[src/rtl/n64_cmd_serializer_if.sv]
// Handshake/bit-stream bundle between a command requester and the N64 command
// serializer. The master issues Start/Cmd_In; the slave drives the bit stream
// and status.
interface n64_cmd_serializer_if #(
    parameter int CMD_BITS = 8
);
    logic                Start;
    logic [CMD_BITS-1:0] Cmd_In;
    logic                Data_Out;
    logic                Enable;
    logic                Busy;
    logic                Done;
    logic                Rx_Start;

    modport master (
        output Start,
        output Cmd_In,
        input  Data_Out,
        input  Enable,
        input  Busy,
        input  Done,
        input  Rx_Start
    );

    modport slave (
        input  Start,
        input  Cmd_In,
        output Data_Out,
        output Enable,
        output Busy,
        output Done,
        output Rx_Start
    );
endinterface

[src/rtl/n64_cmd_serializer.sv]
// N64 controller-link command serializer: captures a command word on Start,
// sends it MSB-first as 4-clock bit slots, then a stop bit (1), then pulses
// Done/Rx_Start for one clock to hand the line to the response receiver.
module n64_cmd_serializer #(
    parameter int CMD_BITS  = 8,
    parameter int SLOT_CLKS = 4
) (
    input  logic                    clk,
    input  logic                    Reset,
    n64_cmd_serializer_if.slave     bus
);
    localparam int         BCW   = $clog2(CMD_BITS + 1);
    localparam logic [1:0] QLAST = 2'(SLOT_CLKS - 1);

    typedef enum logic [1:0] {
        IDLE,
        DATA,
        STOP,
        FINISH
    } state_t;

    state_t              state;
    logic [CMD_BITS-1:0] shreg;
    logic [CMD_BITS-1:0] shreg_next;
    logic [BCW-1:0]      bitcnt;
    logic [1:0]          qcnt;

    logic                data_q;
    logic                enable_q;
    logic                busy_q;
    logic                done_q;

    // Next shift-register contents once the current MSB has been sent.
    always_comb begin
        shreg_next = shreg << 1;
    end

    // Transaction sequencer. Outputs are registered and loaded with the value
    // the next state will present, so they line up with the state transition.
    always_ff @(posedge clk or negedge Reset) begin
        if (!Reset) begin
            state    <= IDLE;
            shreg    <= '0;
            bitcnt   <= '0;
            qcnt     <= '0;
            data_q   <= 1'b0;
            enable_q <= 1'b0;
            busy_q   <= 1'b0;
            done_q   <= 1'b0;
        end else begin
            case (state)
                IDLE: begin
                    if (bus.Start) begin
                        shreg    <= bus.Cmd_In;
                        bitcnt   <= BCW'(CMD_BITS - 1);
                        qcnt     <= '0;
                        state    <= DATA;
                        busy_q   <= 1'b1;
                        enable_q <= 1'b1;
                        data_q   <= bus.Cmd_In[CMD_BITS-1];
                    end
                end
                DATA: begin
                    qcnt <= qcnt + 2'd1;
                    if (qcnt == QLAST) begin
                        if (bitcnt == '0) begin
                            qcnt   <= '0;
                            state  <= STOP;
                            data_q <= 1'b1;
                        end else begin
                            shreg  <= shreg_next;
                            bitcnt <= bitcnt - 1'b1;
                            data_q <= shreg_next[CMD_BITS-1];
                        end
                    end
                end
                STOP: begin
                    qcnt <= qcnt + 2'd1;
                    if (qcnt == QLAST) begin
                        qcnt     <= '0;
                        state    <= FINISH;
                        enable_q <= 1'b0;
                        data_q   <= 1'b0;
                        done_q   <= 1'b1;
                    end
                end
                FINISH: begin
                    state  <= IDLE;
                    done_q <= 1'b0;
                    busy_q <= 1'b0;
                end
                default: begin
                    state <= IDLE;
                end
            endcase
        end
    end

    assign bus.Data_Out = data_q;
    assign bus.Enable   = enable_q;
    assign bus.Busy     = busy_q;
    assign bus.Done     = done_q;
    assign bus.Rx_Start = done_q;
endmodule

[src/flat_wrapper.sv]
// flat-port wrapper written by rule: the top's interface ports become plain ports
module n64_cmd_serializer_flat 
#(
    parameter int CMD_BITS  = 8,
    parameter int SLOT_CLKS = 4
)
  (clk, Reset, bus_Start, bus_Cmd_In, bus_Data_Out, bus_Enable, bus_Busy, bus_Done, bus_Rx_Start);
  n64_cmd_serializer_if #(.CMD_BITS(CMD_BITS)) bus_i ();
  input  logic clk;
  input  logic Reset;
  input wire logic [$bits(bus_i.Start)-1:0] bus_Start;
  input wire logic [$bits(bus_i.Cmd_In)-1:0] bus_Cmd_In;
  output wire logic [$bits(bus_i.Data_Out)-1:0] bus_Data_Out;
  output wire logic [$bits(bus_i.Enable)-1:0] bus_Enable;
  output wire logic [$bits(bus_i.Busy)-1:0] bus_Busy;
  output wire logic [$bits(bus_i.Done)-1:0] bus_Done;
  output wire logic [$bits(bus_i.Rx_Start)-1:0] bus_Rx_Start;
  assign bus_i.Start = bus_Start;
  assign bus_i.Cmd_In = bus_Cmd_In;
  assign bus_Data_Out = bus_i.Data_Out;
  assign bus_Enable = bus_i.Enable;
  assign bus_Busy = bus_i.Busy;
  assign bus_Done = bus_i.Done;
  assign bus_Rx_Start = bus_i.Rx_Start;
  n64_cmd_serializer #(.CMD_BITS(CMD_BITS), .SLOT_CLKS(SLOT_CLKS)) u_core (.clk(clk), .Reset(Reset), .bus(bus_i));
endmodule
[config.mk]
export PLATFORM = sky130hd
export DESIGN_NAME = n64_cmd_serializer_flat
export DESIGN_NICKNAME = d
export VERILOG_FILES = /design/src/rtl/n64_cmd_serializer_if.sv /design/src/rtl/n64_cmd_serializer.sv /design/src/flat_wrapper.sv
export SDC_FILE = /design/constraint.sdc
export NUM_CORES = 1
export LEC_CHECK = 0
export BUFFER_PORTS_ARGS = -buffer_cell sky130_fd_sc_hd__buf_2
export CAP_MARGIN = 20
export CORE_UTILIZATION = 59
export CTS_CLUSTER_DIAMETER = 30
export DETAILED_ROUTE_END_ITERATION = 8
export PLACE_DENSITY = 0.92
export SETUP_SLACK_MARGIN = 0.4
export SKIP_LAST_GASP = 1
export SLEW_MARGIN = 25
export SYNTH_ARGS = -nofsm -noshare
export SYNTH_HDL_FRONTEND = slang
export SYNTH_SLANG_ARGS = --single-unit
export TNS_END_PERCENT = 20
[constraint.sdc]
create_clock -name clk -period 3.1 [get_ports clk]
set_clock_uncertainty 0.05 [all_clocks]
set_input_delay 0.62 -clock clk [delete_from_list [all_inputs] [get_ports clk]]
set_output_delay 0.62 -clock clk [all_outputs]
set_load 0.05 [all_outputs]
==> impl_metrics.ini <==
[clock_tree]
clock_tree.root_cell = clkbuf_4
clkTransAtPathRegs_ns = 0.11
cts.sinks = 19
cts_resized = 0
cts_tree = done
post_cts_buffers = 0
h-tree-depth = 1
cts_buffer_depth = 2
worstSkewPairLatency_ns = 0.30
ctsHoldBuffers = 0
cts_made_buffers = 3

[sta]
finalHoldViolCount = 0
fmax_ghz = 0.428
rsz0062_at_grt = no
finalMaxSlewViolations = 0
fin_crit_sh_pct = 75.3
slew_headroom_pct = 56.0
setup_viol = 0
tns_ns = 0
worst_pin_slew_ns = 0.659
min_period_ns = 2.34

[worst_setup_path]
rr_worst_depth = 5
cp-start-kind = register
crit_type = register to register
critPathCaptureType = register
arrival_ns = 2.47
worst-path-max-fanout = 17
crit_required_ns = 3.24
r2r_slack_ns = 0.76
crit-reg2reg-launch = u_core.state[1]$_DFFE_PN0P_
reg2reg_to = u_core.shreg[5]$_DFFE_PN0P_

[route]
viasPerCell = 5.75
drtPass1Iterations = 4
vias = 771
wirelength_um = 2050
wl_per_cell_um = 15.3
drt-initial-drc-count = 22
drc_errors = 0
postRouteAntennaNets = 0

[flow_run]
drv_cap = 0

[final_layout]
antenna_cells = 0
fin_area_sq_um = 1200
area_delta_synth_final_pct = 9.01
drive_above_1_share_pct = 35.8
nets = 127
final_cell_count_no_fill = 134
fin_util_pct = 69.3

[grt]
antenna_found_initial = 0
grt_pass1_vias = 742
grt-ovfl-total = 0
grt_max_degree = 20
track_usage_pct = 23.2
grt_pass1_wl_um = 3320

[pwr]
ir_worst_vdd_uv = 247
power.leakage_nw = 0.612
p_per_area_nw_per_um2 = 323

[synthesis]
synth_seq_area_share_pct = 43.3
yosysUniqueCellTypes = 35
synth-seq-cells = 19
synthFlopType = dfrtp_1
synth_top_area_cell = dfrtp_1
syn_area_sq_um = 1100
synthArstFlopShare_pct = 100
synth_most_common_cell = dfrtp_1
synth_area_leaders = dfrtp_1, mux2_2, ha_1, inv_1, mux2i_1
syn_nets = 112
yosysWarningCount = 0
synth_top_cell_area_share_pct = 43.3
synth_area_per_cell_sq_um = 11.6
synth_commonest_cells = dfrtp_1, mux2_2, inv_1
netlist_instances = 95
synth_edf_count = 0

[die]
die_width_um = 45.1
core_sq_um = 1730
start_util_pct = 63.6
rows = 15
die_area_sq_um = 2040
die_y_um = 45.1
ioPinCount = 16

[placed_design]
dpl.hpwl_um = 1450
gp_congestion = 0.779
port_buffers = 15
place_area_sq_um = 1170
dpl.cell_count = 130

[outcome]
status = complete, no violations

[hold_path]
min-delay-path-class = primary input to async pin
flip-flops by register name, indices dropped and copies added, names as in the netlist:
signal	cells
u_core.shreg	7
u_core.bus.Busy	1
u_core.bus.Done	1
u_core.state	2
u_core.bus.Data_Out	1
u_core.qcnt	2
u_core.bus.Enable	1
u_core.bitcnt	4
worst max-delay path, cell delays in order (launching register included):
cell and delay, ns:
dfrtp_1 0.43, inv_1 0.09, ha_1 0.58, mux2i_2 0.24
nor3_4 0.44, mux2_2 0.39
routing by layer:
| layer | global-route usage [%] | part of all wire [%] |
|---|---|---|
| met1 | 29.9 | 46 |
| met2 | 37.4 | 47 |
| met3 | 3.60 | 3.6 |
| met4 | 12.7 | 2.6 |
| met5 | 0 | 0 |
cells by family (layout without fill, tap and decap cells):
| family | Yosys count | in the layout | share of synthesized area (%) |
|---|---|---|---|
| compound gates | 22 | 22 | 14.9 |
| simple gates | 15 | 15 | 9.92 |
| fa+ha+maj | 6 | 6 | 6.84 |
| buf+inv | 15 | 29 | 6.61 |
| flops | 19 | 19 | 43.3 |
| mux | 18 | 18 | 18.4 |
cell type report:
| class | count | area, sq um |
|---|---|---|
| Multi-Input combinational cell | 61 | 549 |
| Clock inverter | 1 | 5.00 |
| Inverter | 10 | 37.5 |
| Clock buffer | 3 | 22.5 |
| Timing Repair Buffer | 15 | 75.1 |
| Fill cell | 145 | 531 |
| Tap cell | 25 | 31.3 |
| Sequential cell | 19 | 475 |
cell usage in the layout, fill, tap and decap left out, types with 2 or more instances in the layout:
cell and n:
clkbuf_4 3, nand3b_1 2, o21ai_0 5, dfrtp_1 19
buf_2 15, ha_1 6, inv_1 10, a21oi_1 2
mux2_2 14, o2bb2ai_1 2, o22ai_1 2, o31ai_1 3
mux2i_1 3, nand2_1 3
through the flow:
step                worst slack (ns)  hold WS, ns  total power [W]
floorplan                       1.29        0.274         0.000253
global placement               0.921        0.420         0.000265
detailed placement             0.826        0.445         0.000265
CTS                            0.792        0.205         0.000390
global route                   0.651        0.227         0.000397
finish                         0.765        0.193         0.000386
worst max path at each step:
| stage | endpoint | cells after the start | slack [ns] | startpoint |
|---|---|---|---|---|
| after floorplan | u_core.bitcnt[1]$_DFFE_PN0P_ | 6 | 1.29 | u_core.state[1]$_DFFE_PN0P_ |
| after global placement | u_core.shreg[2]$_DFFE_PN0P_ | 5 | 0.92 | u_core.state[1]$_DFFE_PN0P_ |
| after detailed placement | u_core.shreg[5]$_DFFE_PN0P_ | 5 | 0.83 | u_core.state[1]$_DFFE_PN0P_ |
| after CTS | u_core.shreg[5]$_DFFE_PN0P_ | 5 | 0.79 | u_core.state[1]$_DFFE_PN0P_ |
| after global routing | u_core.shreg[5]$_DFFE_PN0P_ | 5 | 0.65 | u_core.state[1]$_DFFE_PN0P_ |
| final | u_core.shreg[5]$_DFFE_PN0P_ | 5 | 0.76 | u_core.state[1]$_DFFE_PN0P_ |
report_power, final:
part	total [W]	switching [W]	internal, W
clock network	0.000126	0.0000780	0.0000480
registers	0.000248	0	0.000248
logic	0.0000122	0.00000726	0.00000496
No activity file was read; power rests on OpenSTA's default activity.
